### config.mk
export PLATFORM = sky130hd
export DESIGN_NAME = ex_mul_stall_unit
export DESIGN_NICKNAME = d
export VERILOG_FILES = /design/src/rtl/riscv_pkg.sv /design/src/rtl/mul_iter_datapath.sv /design/src/rtl/ex_mul_stall_unit.sv
export SDC_FILE = /design/constraint.sdc
export NUM_CORES = 1
export LEC_CHECK = 0
export ABC_CLOCK_PERIOD_IN_PS = 3800
export CORE_MARGIN = 2
export CORE_UTILIZATION = 50
export DETAILED_ROUTE_END_ITERATION = 10
export MAX_ROUTING_LAYER = met4
export PLACE_DENSITY = 0.78
export SYNTH_ARGS = -nofsm -noshare
export SYNTH_HDL_FRONTEND = slang
export SYNTH_HIERARCHICAL = 1
export SYNTH_SLANG_ARGS = --single-unit
### constraint.sdc
create_clock -name clk -period 3.8 [get_ports clk]
set_clock_uncertainty 0.2 [all_clocks]
set_input_delay 1.14 -clock clk [delete_from_list [all_inputs] [get_ports clk]]
set_output_delay 1.14 -clock clk [all_outputs]
set_load 0.01 [all_outputs]
### src/rtl/riscv_pkg.sv
// Shared RV64 decode constants and MUL stall FSM types.
// Imported by the EX-stage multiply unit and its datapath.
package riscv_pkg;

  localparam int XLEN = 64;

  localparam logic [6:0] OP_REG    = 7'b0110011;
  localparam logic [6:0] F7_MULDIV = 7'b0000001;
  localparam logic [2:0] F3_MUL    = 3'b000;

  typedef enum logic [1:0] {
    IDLE,
    BUSY,
    DONE
  } mul_state_e;

  function automatic logic is_mul(input logic [31:0] inst);
    return (inst[6:0] == OP_REG) &&
           (inst[31:25] == F7_MULDIV) &&
           (inst[14:12] == F3_MUL);
  endfunction

endpackage

### src/rtl/mul_iter_datapath.sv
// Iterative shift-add multiplier datapath: B multiplier bits per step.
// Holds acc, mcand, mplier and the iteration counter.
module mul_iter_datapath
  import riscv_pkg::*;
#(
  parameter int B = 1,
  parameter int W = 64
) (
  input  logic         clk,
  input  logic         rst_n,
  input  logic         load_i,
  input  logic         step_i,
  input  logic [W-1:0] mcand_i,
  input  logic [W-1:0] mplier_i,
  output logic [W-1:0] acc_nxt_o,
  output logic         last_o
);

  localparam int N  = W / B;
  localparam int CW = $clog2(N);

  logic [W-1:0]  acc_q, mcand_q, mplier_q;
  logic [W-1:0]  part;
  logic [CW-1:0] cnt_q;

  always_comb begin
    part = '0;
    for (int i = 0; i < B; i++) begin
      if (mplier_q[i]) part = part + (mcand_q << i);
    end
    acc_nxt_o = acc_q + part;
  end

  assign last_o = (cnt_q == CW'(N - 1));

  always_ff @(posedge clk or negedge rst_n) begin
    if (!rst_n) begin
      acc_q    <= '0;
      mcand_q  <= '0;
      mplier_q <= '0;
      cnt_q    <= '0;
    end else if (load_i) begin
      acc_q    <= '0;
      mcand_q  <= mcand_i;
      mplier_q <= mplier_i;
      cnt_q    <= '0;
    end else if (step_i) begin
      acc_q    <= acc_nxt_o;
      mcand_q  <= mcand_q << B;
      mplier_q <= mplier_q >> B;
      cnt_q    <= cnt_q + 1'b1;
    end
  end

endmodule

### src/rtl/ex_mul_stall_unit.sv
// EX-stage RV64 MUL unit: iterative multiply with upstream stall.
// Non-MUL instructions pass without stalling.
module ex_mul_stall_unit
  import riscv_pkg::*;
#(
  parameter int BITS_PER_CYCLE = 1,
  parameter int XLEN = 64
) (
  input  logic            clk,
  input  logic            rst_n,
  input  logic            ex_valid,
  input  logic [31:0]     ex_inst,
  input  logic [XLEN-1:0] ex_res1,
  input  logic [XLEN-1:0] ex_res2,
  input  logic [4:0]      ex_rd,
  input  logic            ex_regwrite,
  input  logic            flush,
  output logic            stall,
  output logic            mul_done,
  output logic [XLEN-1:0] mul_result,
  output logic [4:0]      mul_rd,
  output logic            mul_regwrite,
  output logic            busy
);

  mul_state_e      state_q, state_d;
  logic [XLEN-1:0] result_q, result_d;
  logic [4:0]      rd_q, rd_d;
  logic            rw_q, rw_d;
  logic            start, load, step, last;
  logic [XLEN-1:0] acc_nxt;

  mul_iter_datapath #(
    .B (BITS_PER_CYCLE),
    .W (XLEN)
  ) u_dp (
    .clk       (clk),
    .rst_n     (rst_n),
    .load_i    (load),
    .step_i    (step),
    .mcand_i   (ex_res1),
    .mplier_i  (ex_res2),
    .acc_nxt_o (acc_nxt),
    .last_o    (last)
  );

  always_comb begin
    state_d  = state_q;
    result_d = result_q;
    rd_d     = rd_q;
    rw_d     = rw_q;
    load     = 1'b0;
    step     = 1'b0;
    stall    = 1'b0;
    start    = ex_valid & is_mul(ex_inst) &
               ~flush & (state_q == IDLE);
    unique case (state_q)
      IDLE: begin
        if (start) begin
          load  = 1'b1;
          stall = 1'b1;
          rd_d  = ex_rd;
          rw_d  = ex_regwrite;
          if ((ex_res1 == '0) || (ex_res2 == '0)) begin
            state_d  = DONE;
            result_d = '0;
          end else begin
            state_d = BUSY;
          end
        end
      end
      BUSY: begin
        // A kill in BUSY releases the pipeline this very cycle.
        if (flush) begin
          state_d = IDLE;
        end else begin
          stall = 1'b1;
          step  = 1'b1;
          if (last) begin
            state_d  = DONE;
            result_d = acc_nxt;
          end
        end
      end
      DONE:    state_d = IDLE;
      default: state_d = IDLE;
    endcase
  end

  always_ff @(posedge clk or negedge rst_n) begin
    if (!rst_n) begin
      state_q  <= IDLE;
      result_q <= '0;
      rd_q     <= '0;
      rw_q     <= 1'b0;
    end else begin
      state_q  <= state_d;
      result_q <= result_d;
      rd_q     <= rd_d;
      rw_q     <= rw_d;
    end
  end

  assign mul_done     = (state_q == DONE);
  assign mul_result   = result_q;
  assign mul_rd       = rd_q;
  assign mul_regwrite = mul_done & rw_q & (|rd_q) & ~flush;
  assign busy         = (state_q != IDLE);

endmodule

## Word-level counts from Yosys, hierarchy flattened

Cells that the tools add are included.

- Add/subtract/negate cells: 2
- Multiply operators: 0
- Divide/modulo/power cells: 0
- Order comparisons: 0
- Eq/ne operators: 10
- Shifts and indexed selects: 0
- Multiplexer cells: 24
- Bitwise logic cells: 7
- Reduce and logical (&&, ||, !) cells: 14

Operators by type and width:

| kind | count |
|---|---|
| 2-to-1 mux 64 bit | 11 |
| zero test 64 bit | 2 |
| case mux 64 bit (2 select lines) | 1 |
| adder 64 bit | 1 |
| 2-to-1 mux 6 bit | 2 |
| 2-to-1 mux 2 bit | 4 |
| equality test 7 x 1 -> 1 bit (second input constant) | 1 |
| equality test 7 x 6 -> 1 bit (second input constant) | 1 |
| adder 6 x 1 -> 6 bit (second input constant) | 1 |
| bitwise AND 1 bit | 6 |
| equality test 6 bit (second input constant) | 1 |
| != test 2 bit (second input constant) | 3 |
| nonzero test 2 bit | 3 |
| AND reduction 5 bit | 1 |
| OR reduction 5 bit | 1 |
| 2-to-1 mux 1 bit | 4 |
| case mux 2 bit (2 select lines) | 1 |
| AND reduction 2 bit | 2 |
| zero test 3 bit | 1 |
| != test 3 bit (second input constant) | 1 |
| equality test 2 x 1 -> 1 bit (second input constant) | 1 |
| equality test 2 bit (second input constant) | 1 |
| logical AND 1 bit | 2 |
| zero test 2 bit | 1 |
| 4 further kinds | 4 |

- Register bits: 270
- Latch bits: 0
- Memory bits (writable): 0
- Memory bits (read-only): 0
- Input bits: 170
- Output and inout bits: 73
- Word-level logic and storage cells: 65
- Memories kept: 0

## Longest topological paths before layout

Gate-level depths: netlist (run 1).

- Depth after elaboration: 9
- Depth in mapped cells: 16
- Gate-level depth less buffers: 14

## Hierarchy

Netlist (run 1), hierarchy kept.

By module, submodules not included:

| module | times used | cells each | area an instance (sq um) | sequential area each (sq um) |
|---|---|---|---|---|
| mul_iter_datapath | 1 | 1507 | 13212.7 | 4954.8 |
| ex_mul_stall_unit | 1 | 219 | 2935.3 | 1801.7 |

## Least setup slack after synthesis (run 1)

OpenSTA, ideal clock, no wires.

- Path kind: register -> register
- From: reg u_dp.mplier_q[0]
- To: reg result_q[58], in the netlist mul_result[58]
- Setup time: 0.121 ns
- Arrival time: 3.634 ns
- Required time: 3.479 ns
- Path slack: -0.155 ns
- Stages on the path, launching flop included: 17
- Buffers on the path: 2
- Period minus slack after synthesis: 3.955 ns
- Cells stage by stage: dfrtp_1 > clkbuf_1 > clkbuf_1 > and2_1 > ha_1 > inv_1 > fa_1 > nor2b_4 > o2111a_1 > o21ai_0 > a2111oi_1 > o21ai_1 > a22oi_2 > a41oi_1 > o21ai_0 > xor2_1 > a22o_1

- Cells in the longest elaborated chain, start to end: 5

Ends and longest elaborated chain:

| what | RTL line | RTL |
|---|---|---|
| start, declared | mul_iter_datapath.sv:22 | `logic [W-1:0] acc_q, mcand_q, mplier_q;` |
| start signal, assigned | mul_iter_datapath.sv:45 | `mplier_q <= mplier_i;` |
| start signal, assigned | mul_iter_datapath.sv:50 | `mplier_q <= mplier_q >> B;` |
| 2-to-1 mux 64 bit | mul_iter_datapath.sv:29 | `if (mplier_q[i]) part = part + (mcand_q << i);` |
| adder 64 bit | mul_iter_datapath.sv:31 | `acc_nxt_o = acc_q + part;` |
| named net acc_nxt[58] | ex_mul_stall_unit.sv:31 | `logic [XLEN-1:0] acc_nxt;` |
| 2-to-1 mux 64 bit | ex_mul_stall_unit.sv:79 | `if (last) begin` |
| 2-to-1 mux 64 bit | ex_mul_stall_unit.sv:74 | `if (flush) begin` |
| case mux 64 bit (2 select lines) | ex_mul_stall_unit.sv:57 | `unique case (state_q)` |
| end signal, assigned | ex_mul_stall_unit.sv:98 | `result_q <= result_d;` |
| end, declared | ex_mul_stall_unit.sv:27 | `logic [XLEN-1:0] result_q, result_d;` |

The timed path passes the listed nets, and every way through them passes these cells. The select of a mux whose other input is x is not followed.
A chain may end at the register's enable or synchronous reset.

## Final worst setup path (run 1)

- From: reg u_dp.mplier_q[0]
- To: reg result_q[60], in the netlist mul_result[60]

Same word-level chain as after synthesis.

==> results of run 1 <==
per-stage QoR:
stage / hold slack, ns / area (um^2) / TNS (ns)
floorplan: 0.266 / 16200 / 0
global placement: 0.281 / 19900 / -31.63
detailed placement: 0.285 / 19900 / -44.26
CTS: 0.302 / 21200 / -0.781
global route: 0.311 / 21900 / -2.08
finish: 0.294 / 21900 / -0.389
power by group through the flow:
| stage | sequential (mW) | clock (mW) | combinational (mW) |
|---|---|---|---|
| finish | 2.88 | 2.78 | 0.284 |
| CTS | 2.88 | 2.83 | 0.288 |
| global placement | 2.93 | 0 | 0.284 |
| global route | 2.87 | 2.95 | 0.305 |
| floorplan | 2.93 | 0 | 0.00996 |
| detailed placement | 2.93 | 0 | 0.286 |
kinds of logic after synthesis:
family / Yosys count / synth area share
AO/OA/AOI/OAI: 479 / 0.191
XOR/XNOR: 64 / 0.0356
adder cells (fa/ha/maj): 65 / 0.0508
buffers and inverters: 149 / 0.0372
flip-flops: 270 / 0.418
multiplexers: 168 / 0.105
AND/OR/NAND/NOR: 531 / 0.163
worst max-delay path: stages, from the launching register on:
cell      delay (ns)
dfrtp_2         0.47
and2_4          0.17
ha_4            0.15
inv_2           0.06
fa_2            0.23
nor2b_4         0.05
o2111a_1        0.26
buf_4           0.15
or4_4           0.43
a221o_1         0.38
and3_4          0.18
a211oi_4        0.26
a31o_4          0.26
o31a_1          0.22
xnor2_2         0.11
a22o_1          0.21
cell type report:
class	instances	area (um^2)
repair buffers	422	3970
flip-flops and latches	270	6760
well taps	402	503
multi-input cells	1307	9630
inverters	33	131
clock buffers	42	855
diodes	1	2.50
fillers	2378	9790
clock inverters	10	85.1
path summary, 6_finish.rpt:
check | from | to | slack [ns] | depth (start not counted)
max in group asynchronous | rst_n | u_dp/mplier_q[20] | 2.28 | 2
hold reg to reg | mul_result[39] | mul_result[39] | 0.29 | 1
setup reg to reg | u_dp/mplier_q[0] | mul_result[60] | -0.11 | 15
min in group asynchronous | rst_n | mul_result[6] | 0.33 | 1
hold / removal | mul_result[39] | mul_result[39] | 0.29 | 1
setup / recovery | u_dp/mplier_q[0] | mul_result[60] | -0.11 | 15
repair_timing:
item,CTS,global route
setup buffers,11,7
pin swaps,31,46
resized for setup,58,142
cloned,0,2
endpoints found under the setup margin,47,186
hold buffers,0,0
per-layer routing:
metal	vias up	global-route usage
met5	-	-
met4	0	0.0861
met3	88	0.0388
met2	531	0.456
met1	7210	0.393
li1	6931	-
registers in the layout, summed over array words and instances, names as in the netlist:
name and count:
rw_q 1, state_q 2, mul_rd 5, u_dp/cnt_q 6, u_dp/mplier_q 64, u_dp/mcand_q 64, u_dp/acc_q 64, mul_result 64
cells in the final DEF, fill, tap and decap left out, drive strengths merged, types with 4 or more instances in the layout:
master,instances
nand3b,9
a21oi,100
o21bai,22
a21o,37
mux2,7
nand2b,4
nor2,86
clkinv,8
buf,195
nor4,44
clkbuf,46
xnor2,38
nor2b,7
a221o,8
o21a,9
nor3,20
xor2,25
or3,10
clkdlybuf4s50,210
and2,63
dfrtp,270
o21ai,178
inv,33
ha,64
or4,4
and3,6
o211ai,11
nand3,16
a22o,73
nand2,205
nand4,39
nor3b,4
mux2i,161
a31oi,6
a211oi,4
or2,5
dlymetal6s2s,11
==> impl_metrics.ini, run 1 <==
[outcome]
status = finished with violations
violations = negative setup slack

[pwr]
p_int_mw = 4.65
p_per_area_nw_per_um2 = 271
irDropWorstVdd_mv = 0.293
p_comb_frac = 0.048
p_sw_mw = 1.29
p_leak_nw = 9.61
p_total_mw = 5.94
power.share.sequential = 0.484
clock_power_share = 0.468
switching_share = 0.217

[clock_tree]
numCtsBuffers = 29
clockRootBuffer = clkbuf_16
cts_buffer_depth = 3
path_clk_slew_ns = 0.06
clock_sinks = 270
cts_tree = built
htreeDepth = 1
insertion_delay_ns = 0.56

[setup_path]
crit_path_start_kind = register
cp_data_required_time_ns = 4.05
setup.worst_path.class = register to register
cp-end-kind = register
crit_fanout = 4
cp.arrival_ns = 4.15

[floorplan]
start_util = 0.509
coreArea_um2 = 31700
ios = 243
die_w_um = 184
die-height_um = 184
die_area_um2 = 33700
fp-row-count = 65

[logic_synthesis]
yosysMostFrequentCell = dfrtp_1
syn_avg_cell_area_um2 = 9.36
synth-seq-area-share = 0.418
yosysUniqueCellTypes = 72
synth_cells = 1726
syn_area_um2 = 16100
synth_fp_nets = 1961
ys_ff_latch = 270
synth_top_area_share = 0.418
synth_edf_count = 0
yosysWarnings = 6
ys_async_sr_fraction = 1.00
synthTopCellsByCount = dfrtp_1 (270), nand2_1 (205), o21ai_0 (176)
ys.flop_type = dfrtp_1
synthTopCellsByArea = dfrtp_1 (42%), mux2i_1 (10%), o21ai_0 (5.5%)
synth_largest_area_cell = dfrtp_1

[global_routing]
grt_pass1_vias = 14600
grt.overflow.total = 0
gr-usage-all-layers = 0.290
antenna_found_initial = 1
grt_pass1_wl_um = 76000
grt_start_max_net_pins = 124

[drt]
dr_wl_met2_um = 22800
dr_total_vias = 14800
first_pass_iters = 5
avgRoutedWirePerCell_um = 19.6
routed-wl-met3_um = 3060
drt_iter0_drc = 997
drc = 0
wl_met1_um = 21500
top_layer_used = met4
vias_per_cell = 5.93
ant_nets = 0
routed_wl_um = 48800

[placement]
gp_congestion = 1.00
port_buffers = 227
dpl.hpwl_um = 35300
pre_cts_slack_ns = -0.677
dp_cells = 2415

[finish]
area_growth_pct = 35.8
drive_above_1_share = 0.185
fin_util = 0.691
final_nets = 2298
final_cells = 2487

[sta]
rsz0062_at_grt = yes
period_share = 1.03
fmaxAchievable_ghz = 0.256
postLayoutSetupSlackWorst_ns = -0.106
setup_violations = 12
layout_min_cycle_time_ns = 3.91
finalHoldViolations = 0
worstMarginPinSlew_ns = 0.906
drv_slew = 0
slew_headroom = 0.396

[hold_path]
hold_path.class = register to register

[flow_run]
drv_cap = 0
Note: power is estimated with default switching activity, not from simulation.
==> run 2: changes to the inputs <==
--- a/config.mk
+++ b/config.mk
@@ -6,11 +6,14 @@
 export NUM_CORES = 1
 export LEC_CHECK = 0
 export ABC_CLOCK_PERIOD_IN_PS = 3800
+export CAP_MARGIN = 20
 export CORE_MARGIN = 2
 export CORE_UTILIZATION = 50
 export DETAILED_ROUTE_END_ITERATION = 10
 export MAX_ROUTING_LAYER = met4
 export PLACE_DENSITY = 0.78
+export SKIP_LAST_GASP = 1
+export SLEW_MARGIN = 5
 export SYNTH_ARGS = -nofsm -noshare
 export SYNTH_HDL_FRONTEND = slang
 export SYNTH_HIERARCHICAL = 1
==> run 2 against run 1 <==
- the flow still finishes with violations (negative setup slack)
- flip-flop and latch count is the same
- non-clock buffer count shrank 1
- clock power is essentially flat
- worst hold slack is essentially flat
- core utilization shrank 0.15 points
- critical endpoint unchanged
- largest cell class unchanged
==> impl_metrics.ini, run 2 (synthesis results as in run 1) <==
[sta]
finalHoldViolations = 0
period_share = 1.03
setup_violations = 12
setup_tns_ns = -0.301
layout_min_cycle_time_ns = 3.90
fmaxAchievable_ghz = 0.257
postLayoutSetupSlackWorst_ns = -0.0953
rsz0062_at_grt = yes
slew_headroom = 0.401
whs_ns = 0.294
drv_slew = 0
worstMarginPinSlew_ns = 0.898

[global_routing]
grt.overflow.total = 0
gr-usage-all-layers = 0.289
antenna_found_initial = 1
grt_pass1_vias = 14500
grt_start_max_net_pins = 124
grt_pass1_wl_um = 76000

[pwr]
p_sw_mw = 1.29
p_comb_frac = 0.048
power.share.sequential = 0.484
irDropWorstVdd_mv = 0.293
clock_power_share = 0.468
p_leak_nw = 9.62
p_int_mw = 4.65
switching_share = 0.217
p_per_area_nw_per_um2 = 272
p_total_mw = 5.94

[floorplan]
start_util = 0.509
fp-row-count = 65
die_area_um2 = 33700
die-height_um = 184
coreArea_um2 = 31700
die_w_um = 184
ios = 243

[clock_tree]
clock_sinks = 270
insertion_delay_ns = 0.56
cts_buffer_depth = 3
cts_tree = built
path_clk_slew_ns = 0.06
clockRootBuffer = clkbuf_16
numCtsBuffers = 29
htreeDepth = 1
postCtsHoldBufs = 0

[placement]
dpl.hpwl_um = 35300
pre_cts_slack_ns = -0.677
gp_congestion = 1.00
port_buffers = 227

[hold_path]
hold_path.class = register to register

[setup_path]
cp_data_required_time_ns = 4.05
setup.worst_path.class = register to register
crit_path_start_kind = register
cp-end-kind = register
cp.arrival_ns = 4.14
crit_fanout = 6

[finish]
area_growth_pct = 35.5
regArea_um2 = 6760
multi_input_comb_area_um2 = 9630
layout_commonest_cell = dfrtp_1
fillCellCount = 2388
final_cell_mix = dfrtp_1 (269), clkdlybuf4s50_1 (210), nand2_1 (200)
drive_above_1_share = 0.187
final_nets = 2297

[drt]
vias_per_cell = 5.90
routed_wl_um = 48300
ant_nets = 0
avgRoutedWirePerCell_um = 19.4
first_pass_iters = 5
drt_iter0_drc = 1140
dr_total_vias = 14700
drc = 0

[outcome]
status = finished with violations
violations = negative setup slack

[flow_run]
drv_cap = 0
## run 2: area by class of cell
type,instances,area share
diodes,1,0.000114
clock buffers,42,0.0391
clock inverters,10,0.00389
inverters,33,0.00600
multi-input cells,1307,0.440
flip-flops and latches,270,0.309
well taps,402,0.0230
repair buffers,421,0.179
## run 2: what timing repair did
item,CTS,global route
hold endpoints to repair,0,0
gates resized for setup,52,146
pin swaps,30,53
setup buffers,11,8
endpoints found under the setup margin,47,184
## run 2: through the flow
step	cells	util	cell area, um^2
2_1_floorplan	1726	-	16200
3_3_place_gp	2415	0.628	19900
3_5_place_dp	2415	0.628	19900
4_1_cts	2478	0.667	21100
5_1_grt	2486	0.690	21900
6_report	2486	0.690	21900
## run 2: path summary, 6_finish.rpt
path                             startpoint                 to  slack (ns)  cells past startpoint
max                        u_dp/mplier_q[0]     mul_result[60]        -0.1                     16
min                          mul_result[39]     mul_result[39]        0.29                      1
max reg2reg                u_dp/mplier_q[0]     mul_result[60]        -0.1                     16
min reg2reg                  mul_result[39]     mul_result[39]        0.29                      1
max in group asynchronous             rst_n  u_dp/mplier_q[20]        2.28                      2
min in group asynchronous             rst_n      mul_result[6]        0.33                      1
## run 2: worst max-delay path, stage by stage, from the launching register on
cell and delay [ns]:
dfrtp_2 0.47, buf_6 0.15, buf_12 0.12, and2_4 0.14, ha_4 0.16, buf_6 0.11, a21oi_2 0.12, nand2_2 0.09
buf_6 0.12, or4_4 0.49, a221o_1 0.37, and3_4 0.18, a211oi_4 0.26, a31o_4 0.26, o31a_1 0.22, xnor2_2 0.11
a22o_1 0.21
## run 2: metal layers
layer  up-vias  global-route usage  share of wire
met1      7165               0.392           0.45
met4         0              0.0845          0.028
met2       500               0.456           0.47
met3        80              0.0386          0.060
li1       6934                   -              -
met5         -                   -              0
## run 2: power by group through the flow
stage | Sequential, mW | Combinational [mW] | Clock, mW
6_report | 2.88 | 0.284 | 2.78
5_1_grt | 2.87 | 0.306 | 2.95
3_5_place_dp | 2.93 | 0.286 | 0
4_1_cts | 2.88 | 0.287 | 2.83
3_3_place_gp | 2.93 | 0.284 | 0
2_1_floorplan | 2.93 | 0.00996 | 0
